<file path="src/rtl/invader_grid.sv">
// Invader formation: alive bitmap, marching position, and one-cell-per-cycle laser hit scan.
// States: IDLE wait frame | SAMPLE latch laser | SCAN test one cell per cycle | MOVE step timer and march
module invader_grid #(
    parameter int COLS            = 6,
    parameter int ROWS            = 4,
    parameter int INV_W           = 32,
    parameter int INV_H           = 32,
    parameter int GAP_X           = 16,
    parameter int GAP_Y           = 16,
    parameter int START_X         = 64,
    parameter int START_Y         = 48,
    parameter int STEP_X          = 4,
    parameter int STEP_Y          = 16,
    parameter int RIGHT_BOUND     = 640,
    parameter int FLOOR_Y         = 400,
    parameter int FRAMES_PER_STEP = 8,
    parameter int PROJ_W          = 4,
    parameter int PROJ_H          = 16
) (
    input  logic                 clk,
    input  logic                 rst,
    input  logic                 frame,
    input  logic                 laser_active,
    input  logic [9:0]           laser_x,
    input  logic [9:0]           laser_y,
    output logic [COLS-1:0]      invader_collision,
    output logic                 score_pulse,
    output logic [COLS*ROWS-1:0] alive,
    output logic [9:0]           grid_x,
    output logic [9:0]           grid_y,
    output logic                 done
);

    localparam int NCELL = COLS * ROWS;
    localparam int CW    = (COLS > 1) ? $clog2(COLS) : 1;
    localparam int RW    = (ROWS > 1) ? $clog2(ROWS) : 1;
    localparam int IW    = (NCELL > 1) ? $clog2(NCELL) : 1;
    localparam int FW    = $clog2(FRAMES_PER_STEP + 1);

    localparam logic [10:0] PITCH_X = 11'(INV_W + GAP_X);
    localparam logic [10:0] PITCH_Y = 11'(INV_H + GAP_Y);
    localparam logic [10:0] INV_W11 = 11'(INV_W);
    localparam logic [10:0] INV_H11 = 11'(INV_H);
    localparam logic [10:0] PW11    = 11'(PROJ_W);
    localparam logic [10:0] PH11    = 11'(PROJ_H);
    localparam logic [10:0] SX11    = 11'(STEP_X);
    localparam logic [10:0] RB11    = 11'(RIGHT_BOUND);
    localparam logic [10:0] FL11    = 11'(FLOOR_Y);

    typedef enum logic [1:0] {IDLE, SAMPLE, SCAN, MOVE} state_t;

    state_t        state;
    logic [CW-1:0] scan_col;
    logic [RW-1:0] scan_row;
    logic [9:0]    lat_x;
    logic [9:0]    lat_y;
    logic          dir_right;
    logic [FW-1:0] frame_cnt;

    logic [10:0]   cell_x, cell_y, lx11, ly11;
    logic [IW-1:0] cell_idx;
    logic          cell_hit, last_cell;

    logic [COLS-1:0] col_alive;
    logic [ROWS-1:0] row_alive;
    logic [CW-1:0]   left_col, right_col;
    logic [RW-1:0]   low_row;
    logic [10:0]     right_edge, left_x, bottom_edge;
    logic            hit_right, hit_left, floor_hit;

    always_comb begin
        lx11      = {1'b0, lat_x};
        ly11      = {1'b0, lat_y};
        cell_x    = {1'b0, grid_x} + 11'(scan_col) * PITCH_X;
        cell_y    = {1'b0, grid_y} + 11'(scan_row) * PITCH_Y;
        cell_idx  = IW'(scan_row) * IW'(COLS) + IW'(scan_col);
        cell_hit  = alive[cell_idx]
                    && (lx11 < cell_x + INV_W11) && (lx11 + PW11 > cell_x)
                    && (ly11 < cell_y + INV_H11) && (ly11 + PH11 > cell_y);
        last_cell = (scan_row == '0) && (scan_col == CW'(COLS - 1));
    end

    // Formation extents follow only the surviving invaders.
    always_comb begin
        col_alive = '0;
        row_alive = '0;
        for (int r = 0; r < ROWS; r++) begin
            for (int c = 0; c < COLS; c++) begin
                if (alive[r*COLS + c]) begin
                    col_alive[c] = 1'b1;
                    row_alive[r] = 1'b1;
                end
            end
        end
        left_col  = '0;
        right_col = '0;
        low_row   = '0;
        for (int c = COLS - 1; c >= 0; c--) begin
            if (col_alive[c]) left_col = CW'(c);
        end
        for (int c = 0; c < COLS; c++) begin
            if (col_alive[c]) right_col = CW'(c);
        end
        for (int r = 0; r < ROWS; r++) begin
            if (row_alive[r]) low_row = RW'(r);
        end
        right_edge  = {1'b0, grid_x} + 11'(right_col) * PITCH_X + INV_W11;
        left_x      = {1'b0, grid_x} + 11'(left_col) * PITCH_X;
        bottom_edge = {1'b0, grid_y} + 11'(low_row) * PITCH_Y + INV_H11;
        hit_right   = (right_edge + SX11) > RB11;
        hit_left    = left_x < SX11;
        floor_hit   = (|alive) && (bottom_edge >= FL11);
    end

    always_ff @(posedge clk or posedge rst) begin
        if (rst) begin
            state             <= IDLE;
            scan_col          <= '0;
            scan_row          <= '0;
            lat_x             <= '0;
            lat_y             <= '0;
            dir_right         <= 1'b1;
            frame_cnt         <= '0;
            alive             <= '1;
            grid_x            <= 10'(START_X);
            grid_y            <= 10'(START_Y);
            invader_collision <= '0;
            score_pulse       <= 1'b0;
            done              <= 1'b0;
        end else begin
            invader_collision <= '0;
            score_pulse       <= 1'b0;
            if (alive == '0 || floor_hit) begin
                done <= 1'b1;
            end
            case (state)
                IDLE: begin
                    if (frame && !done) state <= SAMPLE;
                end
                SAMPLE: begin
                    lat_x    <= laser_x;
                    lat_y    <= laser_y;
                    scan_row <= RW'(ROWS - 1);
                    scan_col <= '0;
                    state    <= laser_active ? SCAN : MOVE;
                end
                SCAN: begin
                    if (cell_hit) begin
                        alive[cell_idx]   <= 1'b0;
                        invader_collision <= COLS'(1) << scan_col;
                        score_pulse       <= 1'b1;
                        state             <= MOVE;
                    end else if (last_cell) begin
                        state <= MOVE;
                    end else if (scan_col == CW'(COLS - 1)) begin
                        scan_col <= '0;
                        scan_row <= scan_row - RW'(1);
                    end else begin
                        scan_col <= scan_col + CW'(1);
                    end
                end
                MOVE: begin
                    state <= IDLE;
                    // An emptied formation has no extent; hold position until done freezes it.
                    if (alive != '0) begin
                        if (frame_cnt == FW'(FRAMES_PER_STEP - 1)) begin
                            frame_cnt <= '0;
                            if (dir_right) begin
                                if (hit_right) begin
                                    grid_y    <= grid_y + 10'(STEP_Y);
                                    dir_right <= 1'b0;
                                end else begin
                                    grid_x <= grid_x + 10'(STEP_X);
                                end
                            end else begin
                                if (hit_left) begin
                                    grid_y    <= grid_y + 10'(STEP_Y);
                                    dir_right <= 1'b1;
                                end else begin
                                    grid_x <= grid_x - 10'(STEP_X);
                                end
                            end
                        end else begin
                            frame_cnt <= frame_cnt + FW'(1);
                        end
                    end
                end
                default: state <= IDLE;
            endcase
        end
    end

endmodule

</file>
<file path="config.mk">
export PLATFORM = sky130hd
export DESIGN_NAME = invader_grid
export DESIGN_NICKNAME = d
export VERILOG_FILES = /design/src/rtl/invader_grid.sv
export SDC_FILE = /design/constraint.sdc
export NUM_CORES = 1
export LEC_CHECK = 0
export ABC_CLOCK_PERIOD_IN_PS = 9200
export CORE_ASPECT_RATIO = 1.1
export CORE_MARGIN = 2
export CORE_UTILIZATION = 50
export DETAILED_ROUTE_END_ITERATION = 7
export PLACE_DENSITY_LB_ADDON = 0.15
export SETUP_SLACK_MARGIN = 0.1
export SLEW_MARGIN = 20
export SYNTH_ARGS = -nofsm -noshare
export SYNTH_HDL_FRONTEND = slang
export SYNTH_SLANG_ARGS = --single-unit
export TNS_END_PERCENT = 30
</file>
<file path="constraint.sdc">
create_clock -name clk -period 9.2 [get_ports clk]
set_input_delay 1.84 -clock clk [delete_from_list [all_inputs] [get_ports clk]]
set_output_delay 1.84 -clock clk [all_outputs]
set_load 0.01 [all_outputs]
</file>
* Yosys cells after proc, flatten, opt, wreduce, memory -nomap -nowiden *
Cells that the tools add are included.

operators by class
  order comparisons = 9
  shifts and indexed selects = 1
  $add $sub $neg = 19
  muxes and demuxes = 87
  bitwise gates (word level) = 2
  $mul = 6
  equal/unequal tests = 13
  reductions and logical operators = 25

operators by type and width
  kind                   number
  $mux 10                6
  $mux 1                 52
  $add 11x6->11 const B  4
  $mux 3                 13
  $add 10x9->11          3
  $and 24x24->24         1
  $logic_not 24->1       1
  $not 24->24            1
  $reduce_bool 24->1     1
  $reduce_or 24->1       1
  $add 10x8->11          2
  $gt 11x11->1           2
  $lt 10x11->1           2
  $mux 2                 8
  $mul 3x2->5 const B    3
  $mul 2x2->4 const B    3
  $mux 6                 2
  $ne 2x2->1 const B     6
  $add 10x3->11 const B  1
  $add 10x5->11 const B  1
  $add 11x3->11 const B  1
  $ge 11x9->1 const B    1
  $gt 11x10->1 const B   1
  $lt 11x3->1 const B    1
  other kinds (31)       45

word-level totals
  register bits after elaboration = 84
  input bits = 24

* Longest topological paths before layout *
  depth after elaboration = 16
  mapped depth = 21
  mapped depth without buffers = 19

* Least setup slack after synthesis *
OpenSTA, ideal clock, no wires.

  kind = reg-to-reg
  from = register alive[19]
  to = register grid_y[8]
  path buffers = 0
  arrival time = 4166 ps
  cell stages (with the launch flop) = 16
  period minus slack after synthesis = 4295 ps
  path slack = 4905 ps
  path through = dfstp_2 or4_1 a21boi_0 o21ai_0 ha_1 fa_1 ha_1 ha_1 a21oi_1 a21oi_1 or3b_2 a22oi_1 o31ai_1 a21oi_1 nand4_1 xnor2_1

between the ends
  longest elaborated chain between the ends = 13

RTL lines
  element                                RTL line  source
  start, declared                        28        output logic [COLS*ROWS-1:0] alive,
  start signal, assigned                 124       alive <= '1;
  start signal, assigned by index        149       alive[cell_idx] <= 1'b0;
  $mux 1                                 89        if (alive[r*COLS + c]) begin
  $mux 1                                 102       if (col_alive[c]) right_col = CW'(c);
  $mux 3 (4 in series)                   102
  $mul 3x2->5                            107       right_edge = {1'b0, grid_x} + 11'(right_col) * PITCH_X + INV_W11;
  $add 10x9->11                          107
  $add 11x6->11                          107
  $add 11x3->11                          110       hit_right = (right_edge + SX11) > RB11;
  $gt 11x10->1                           110
  $ne 2x1->1 (no source line)            -
  $reduce_and 5->1 (no source line) (*)  -
  end signal, assigned                   126       grid_y <= 10'(START_Y);
  end signal, assigned                   170       grid_y <= grid_y + 10'(STEP_Y);
  end signal, assigned                   177       grid_y <= grid_y + 10'(STEP_Y);
  end, declared                          30        output logic [9:0] grid_y,

Every way passes the cells marked *; elsewhere a longest branch is shown, timed or not.
A chain may end at the register's enable or synchronous reset.

* Worst setup path after layout *
  from = register scan_col[0]
  to = register alive[8]

between the ends
  longest elaborated chain between the ends = 9

RTL lines
  element                            RTL line  source
  start, declared                    53        logic [CW-1:0] scan_col;
  start signal, assigned             159       scan_col <= scan_col + CW'(1);
  $mul 3x2->5                        74        cell_x = {1'b0, grid_x} + 11'(scan_col) * PITCH_X;
  $add 10x9->11                      74
  $add 11x6->11                      78        && (lx11 < cell_x + INV_W11) && (lx11 + PW11 > cell_x)
  $lt 10x11->1                       78
  $logic_and 1x1->1 (2 in series)    78
  $logic_and 1x1->1 (2 in series)    79        && (ly11 < cell_y + INV_H11) && (ly11 + PH11 > cell_y);
  $reduce_and 2->1 (no source line)  -

Several ways; a longest one is shown, not always the timed one. The select of a mux whose other input is x is not followed.

==> metrics.txt <==
Req. time, crit path 9.48 ns; Die H 122 um; Tightest Pin Transition 1.01 ns; commonest non-fill, non-tap cells in the layout 97 x ha_1, 69 x clkdlybuf4s50_1, 50 x dfrtp_1; dominant cells by area after synthesis dfrtp_1 20%, ha_1 19%, dfstp_2 12%; worst path cell trace ha_1 -> fa_1 -> ha_1 -> a21oi_1 -> and2_1 -> xnor2_1 -> inv_1 -> nor2_1 -> nand2_1 -> xnor2_1 -> ha_1 -> o21ai_0 -> or3_1 -> a21oi_1 -> o21ai_0 -> o2bb2ai_1 -> nor2_2 -> nand2_1 -> o31a_1; first-pass GRT wire length 25.5 mm; Worst path max stage delay 0.75 ns; RR Endpoint alive[8]$_DFFE_PP1P_; Syn Inst Count 634; CTS tree yes; gr usage total 0.234; setup TNS 0 ns; min-delay src alive[18]$_DFFE_PP1P_; r2r worst-path depth 19; kind of critical path reg2reg; # hold bufs at CTS 0; Reg2Reg Launch Point scan_col[0]$_DFFE_PP0P_; Final Util 0.594; Post-synth ARST share 1.00; Reg2Reg Setup Slack 3.97 ns; Hold Vio Cnt, Final 0; H-tree depth 3; max cap viols 0; crit end category register; layout cells sized above 1 0.117; Final min period 5.23 ns; Power Density 201 nW/um^2; Total Die Area 13500 sq um; worst skew pair latency 0.35 ns; initial antenna violation count 0; Starting Density 0.505; CP startpoint kind register; most frequent CP cell ha_1; via/cell ratio 5.77; pre-CTS setup slack 4.02 ns; Port Buffers 69; yosys warns 0; Initial DRC Count 296; post-CTS setup buffers 0; Final Slew Violations 0; Tcrit/Tclk final 0.569; drt wl/cell 17.4 um; worst hold stages 1; Overflow after GRT 0; CORE AREA 12500 sq um; Mapped Area 6310 sq um; Worst slew margin 0.326; area leader, netlist dfrtp_1; DRC 0; largest net degree at the start of global routing 79; skew final 0.00805 ns; number of flops mapped to enable cells by yosys 0; CTS Buffer Depth 2; Chip Width 111 um; maximum VDD drop 0.102 mV; antenna cells 0; commonest non-fill, non-tap cell in the layout ha_1; hold path endpoint alive[18]$_DFFE_PP1P_; syn avg cell area 9.95 sq um; NumNets Final 832; I/O pins 76; clk root buf clkbuf_16; setup slack after layout 3.97 ns; row count 43; ys flop type dfrtp_1; post-synth top area share 0.198; unrepaired setup endpoints after global routing no; Finish-stage setup viols 0; total wire length 15.1 mm; slowest CP cell nand2_1; DRT antenna net count 0; sequential area share after synthesis 0.315; worst min-delay path category reg2reg; Clock Pin Slew Worst Setup and Hold Paths 0.07 ns; cells resized by post-CTS repair 0; vias in the first global route 5179; global placer's final weighted congestion 0.855; #FFs+latches synth 78; Initial DRT Pass Iterations 4; Yosys cell types 67; Fillers 1074; Num CTS Buffers 9; status finished clean; dpl hpwl 11.3 mm; area delta synth->final 17.5%; Peak Freq 0.191 GHz; Leak 0.00341 uW; critical-path maximum fanout 30; CTS sink cnt 78; Worst Path Arrival 5.52 ns; vias 4981
## synth_stat cells, drive strengths merged, types with 4 or more instances
| cell | instances |
|---|---|
| buf | 11 |
| xnor2 | 32 |
| dfstp | 28 |
| a21o | 9 |
| a21oi | 28 |
| nand2 | 44 |
| nor3b | 4 |
| or4 | 9 |
| nor3 | 11 |
| clkbuf | 7 |
| mux2 | 20 |
| o21ai | 25 |
| ha | 97 |
| and3 | 8 |
| o211ai | 6 |
| o31a | 24 |
| mux2i | 5 |
| o21a | 4 |
| nand4 | 7 |
| nor4 | 14 |
| nor2 | 32 |
| nand3b | 4 |
| xor2 | 14 |
| dfrtp | 50 |
| fa | 9 |
| nand2b | 8 |
| nor2b | 5 |
| nand3 | 19 |
| mux4 | 6 |
| inv | 48 |
## flip-flops by register name, summed over array words and instances, names as in the netlist
name               flops
frame_cnt              4
dir_right              1
scan_row               2
alive                 24
score_pulse            1
lat_y                 10
invader_collision      6
grid_x                 8
lat_x                 10
done                   1
grid_y                 6
scan_col               3
state                  2
## critical path, delay by kind of cell (launching register included)
family | cells | cell delay [ns]
XOR/XNOR | 2 | 0.41
flip-flops | 1 | 0.71
adder cells (fa/ha/maj) | 4 | 1.39
AND/OR/NAND/NOR | 6 | 1.58
AO/OA/AOI/OAI | 6 | 0.94
buffers and inverters | 1 | 0.13
## kinds of logic (layout without fill, tap and decap cells)
family / after synthesis / in the layout / share of synthesized area
buffers and inverters: 66 / 134 / 0.0446
muxes: 31 / 31 / 0.0651
other: 1 / 6 / 0.000594
adders and majority gates: 106 / 106 / 0.221
xor gates and xnor gates: 46 / 46 / 0.0651
DFF: 78 / 78 / 0.315
AOI/OAI and AO/OA: 126 / 126 / 0.138
and+or+nand+nor: 180 / 180 / 0.151
## worst max-delay path by stage
stage / from / slack, ns / to / cells past startpoint
global route: scan_col[0]$_DFFE_PP0P_ / 3.38 / invader_collision[1]$_DFF_PP0_ / 19
detailed placement: scan_col[0]$_DFFE_PP0P_ / 4.02 / alive[8]$_DFFE_PP1P_ / 19
global placement: scan_col[0]$_DFFE_PP0P_ / 4.20 / alive[10]$_DFFE_PP1P_ / 19
finish: scan_col[0]$_DFFE_PP0P_ / 3.97 / alive[8]$_DFFE_PP1P_ / 19
CTS: scan_col[0]$_DFFE_PP0P_ / 3.97 / alive[8]$_DFFE_PP1P_ / 19
floorplan: alive[19]$_DFFE_PP1P_ / 4.91 / grid_y[8]$_DFFE_PP0P_ / 15
## stage by stage
step	power (uW)	cell area (sq um)	std cells	hold slack [ns]
after floorplan	980	6330	639	0.466
after global placement	1120	7120	848	0.475
after detailed placement	1140	7120	848	0.480
after CTS	1500	7410	864	0.489
after global routing	1620	7410	864	0.503
final	1490	7410	864	0.489
## final cells by class
cell class	count	area (sq um)	share of cell area
Clock inverter	7	62.6	0.00844
Inverter	48	180	0.0243
Clock buffer	9	225	0.0304
Sequential cell	78	1990	0.268
Timing Repair Buffer	70	702	0.0947
Multi-Input combinational cell	495	4060	0.548
Tap cell	157	196	0.0265
## power breakdown
part / switching [uW] / total, uW / leakage, uW / internal, uW
registers: 76.1 / 476 / 0.000919 / 400
clock network: 162 / 351 / 0.000141 / 189
logic: 355 / 662 / 0.00235 / 306
total: 593 / 1490 / 0.00341 / 895
## routing by layer
metal  vias up  track usage  routed length, um
met5         -            0                  0
met4         0       0.0918                394
met3        31       0.0373                540
met2       121        0.414               7490
met1      2409        0.291               6640
li1       2420            -                  -
Note: power is estimated with default switching activity, not from simulation.
==> patch, RTL diff (same flow settings) <==
The parameter `COLS` goes from 6 to 3.
--- a/src/rtl/invader_grid.sv
+++ b/src/rtl/invader_grid.sv
@@ -2,5 +2,5 @@
 // States: IDLE wait frame | SAMPLE latch laser | SCAN test one cell per cycle | MOVE step timer and march
 module invader_grid #(
-    parameter int COLS            = 6,
+    parameter int COLS            = 3,
     parameter int ROWS            = 4,
     parameter int INV_W           = 32,
Ports: changed (resized alive and invader_collision); port bits go from 76 to 61. The function was not compared with the original's and may differ.
==> patch against the unedited design <==
Routed wire length decreased by 26%; sequential cell count shrank 16; setup slack better by 1.0 ns; non-clock buffer count down 15; synthesized area decreased by 17%; final area is 16% lower; combinational power increased by 9.8%; sequential share of layout area down 1.5 points; first-iteration DRC count decreased by 51%; power decreased by 0.65%; critical endpoint is now alive[3]$_DFFE_PP1P_; largest power group unchanged.
==> patch: results <==
{
  "top_register": "alive",
  "status": "finished clean",
  "rr_startpoint": "scan_col[1]$_DFFE_PP0P_",
  "swShare_pct": 39.07,
  "nets": 704,
  "synthCells": 527,
  "synth_warnings": 0,
  "cts-resized-gates": 0,
  "worst_pin_slew_ns": 1.027,
  "power.share.sequential_pct": 27.2,
  "drive_gt1_share_pct": 11.71,
  "cts_buffers": 9,
  "first_global_vias": 4128,
  "diodes": 0,
  "comb_cell_power_mw": 0.727,
  "cpMaxStageDelayCell": "dfrtp_1",
  "finClkSkew_ns": 0.01087,
  "holdPathEnd": "alive[2]$_DFFE_PP1P_",
  "grt_start_max_net_pins": 63,
  "async_flop_share_pct": 100.0,
  "yosysUniqueCellTypes": 62,
  "place_inst": 716,
  "port_buffers": 54,
  "worst_skew_pair.late_latency_ns": 0.33,
  "synth_common_cells": "ha_1 (89), dfrtp_1 (46), inv_1 (46)",
  "startpoint_type": "flop",
  "ir_drop_uv": 153.5,
  "max_stage_delay_ns": 0.44,
  "cp_max_fo": 13,
  "r2r.worst_path.cells": 16,
  "grt_pass1_wl_mm": 19.37,
  "drt_iter0_markers": 144,
  "place_congestion": 0.8262,
  "post-cts-setup-buffers": 0,
  "ys_seq_area_share_pct": 30.07,
  "dp_hpwl_mm": 8.502,
  "ys_top_cells_by_area": "dfrtp_1 (22%), ha_1 (21%), dfstp_2 (8.0%)",
  "wl_per_cell_microns": 15.13,
  "clkTransAtPathRegs_ns": 0.05,
  "min_from": "alive[2]$_DFFE_PP1P_",
  "power_mw": 1.479,
  "reg_top3": "alive: 12 flops, lat_x: 10 flops, lat_y: 10 flops",
  "rrSetupSlack_ns": 4.97,
  "r2r_end": "alive[3]$_DFFE_PP1P_",
  "cts-root-buf": "clkbuf_16",
  "cp.arrival_ns": 4.49,
  "grt_usage_pct": 21.52,
  "via_per_inst": 5.417,
  "leakagePower_nw": 2.849,
  "dr.pass1.iters": 4,
  "htreeDepth": 3,
  "route.vias.total": 3965
}
[patch: layer usage]
layer,global-route usage [%],share of wire [%],vias up
met5,0,0,-
li1,-,-,1978
met1,27.79,46,1896
met2,36.07,49,74
met4,6.306,1.6,0
met3,4.351,3.7,17
[patch: final cells by class]
class	count	area, sq um
clock buffers	15	277.8
clock inverters	1	30.03
fillers	885	4098
inverters	48	180.2
multi-input cells	408	3412
flip-flops and latches	62	1572
well taps	143	178.9
repair buffers	55	548.0
[patch: worst max-delay path by stage]
| stage | end | slack, ns |
|---|---|---|
| final | alive[3]$_DFFE_PP1P_ | 4.97 |
| after global routing | alive[3]$_DFFE_PP1P_ | 4.53 |
| after global placement | alive[0]$_DFFE_PP1P_ | 5.13 |
| after CTS | alive[3]$_DFFE_PP1P_ | 4.96 |
| after detailed placement | alive[3]$_DFFE_PP1P_ | 4.98 |
| after floorplan | state[1]$_DFFE_PP0P_ | 5.37 |
[patch: logic make-up after synthesis]
group / count (synthesis) / share of synthesized area [%]
and+or+nand+nor: 142 / 14.41
DFF: 62 / 30.07
muxes: 28 / 6.703
xor gates and xnor gates: 43 / 7.350
adders and majority gates: 96 / 23.99
other: 1 / 0.07175
buffers and inverters: 63 / 5.076
AOI/OAI and AO/OA: 92 / 12.33
[patch: worst max-delay path: cells and delay by family, from the launching register on]
kind,cells,cell delay (ns)
AOI/OAI and AO/OA,4,0.87
xor gates and xnor gates,1,0.34
DFF,1,0.44
adders and majority gates,3,1.05
and+or+nand+nor,5,1.18
buffers and inverters,3,0.27
[patch: through the flow]
step / hold slack, ns / cell area (sq um)
global placement: 0.4748 / 5891
CTS: 0.4862 / 6198
floorplan: 0.4588 / 5249
detailed placement: 0.4766 / 5891
global route: 0.5009 / 6198
finish: 0.4853 / 6198
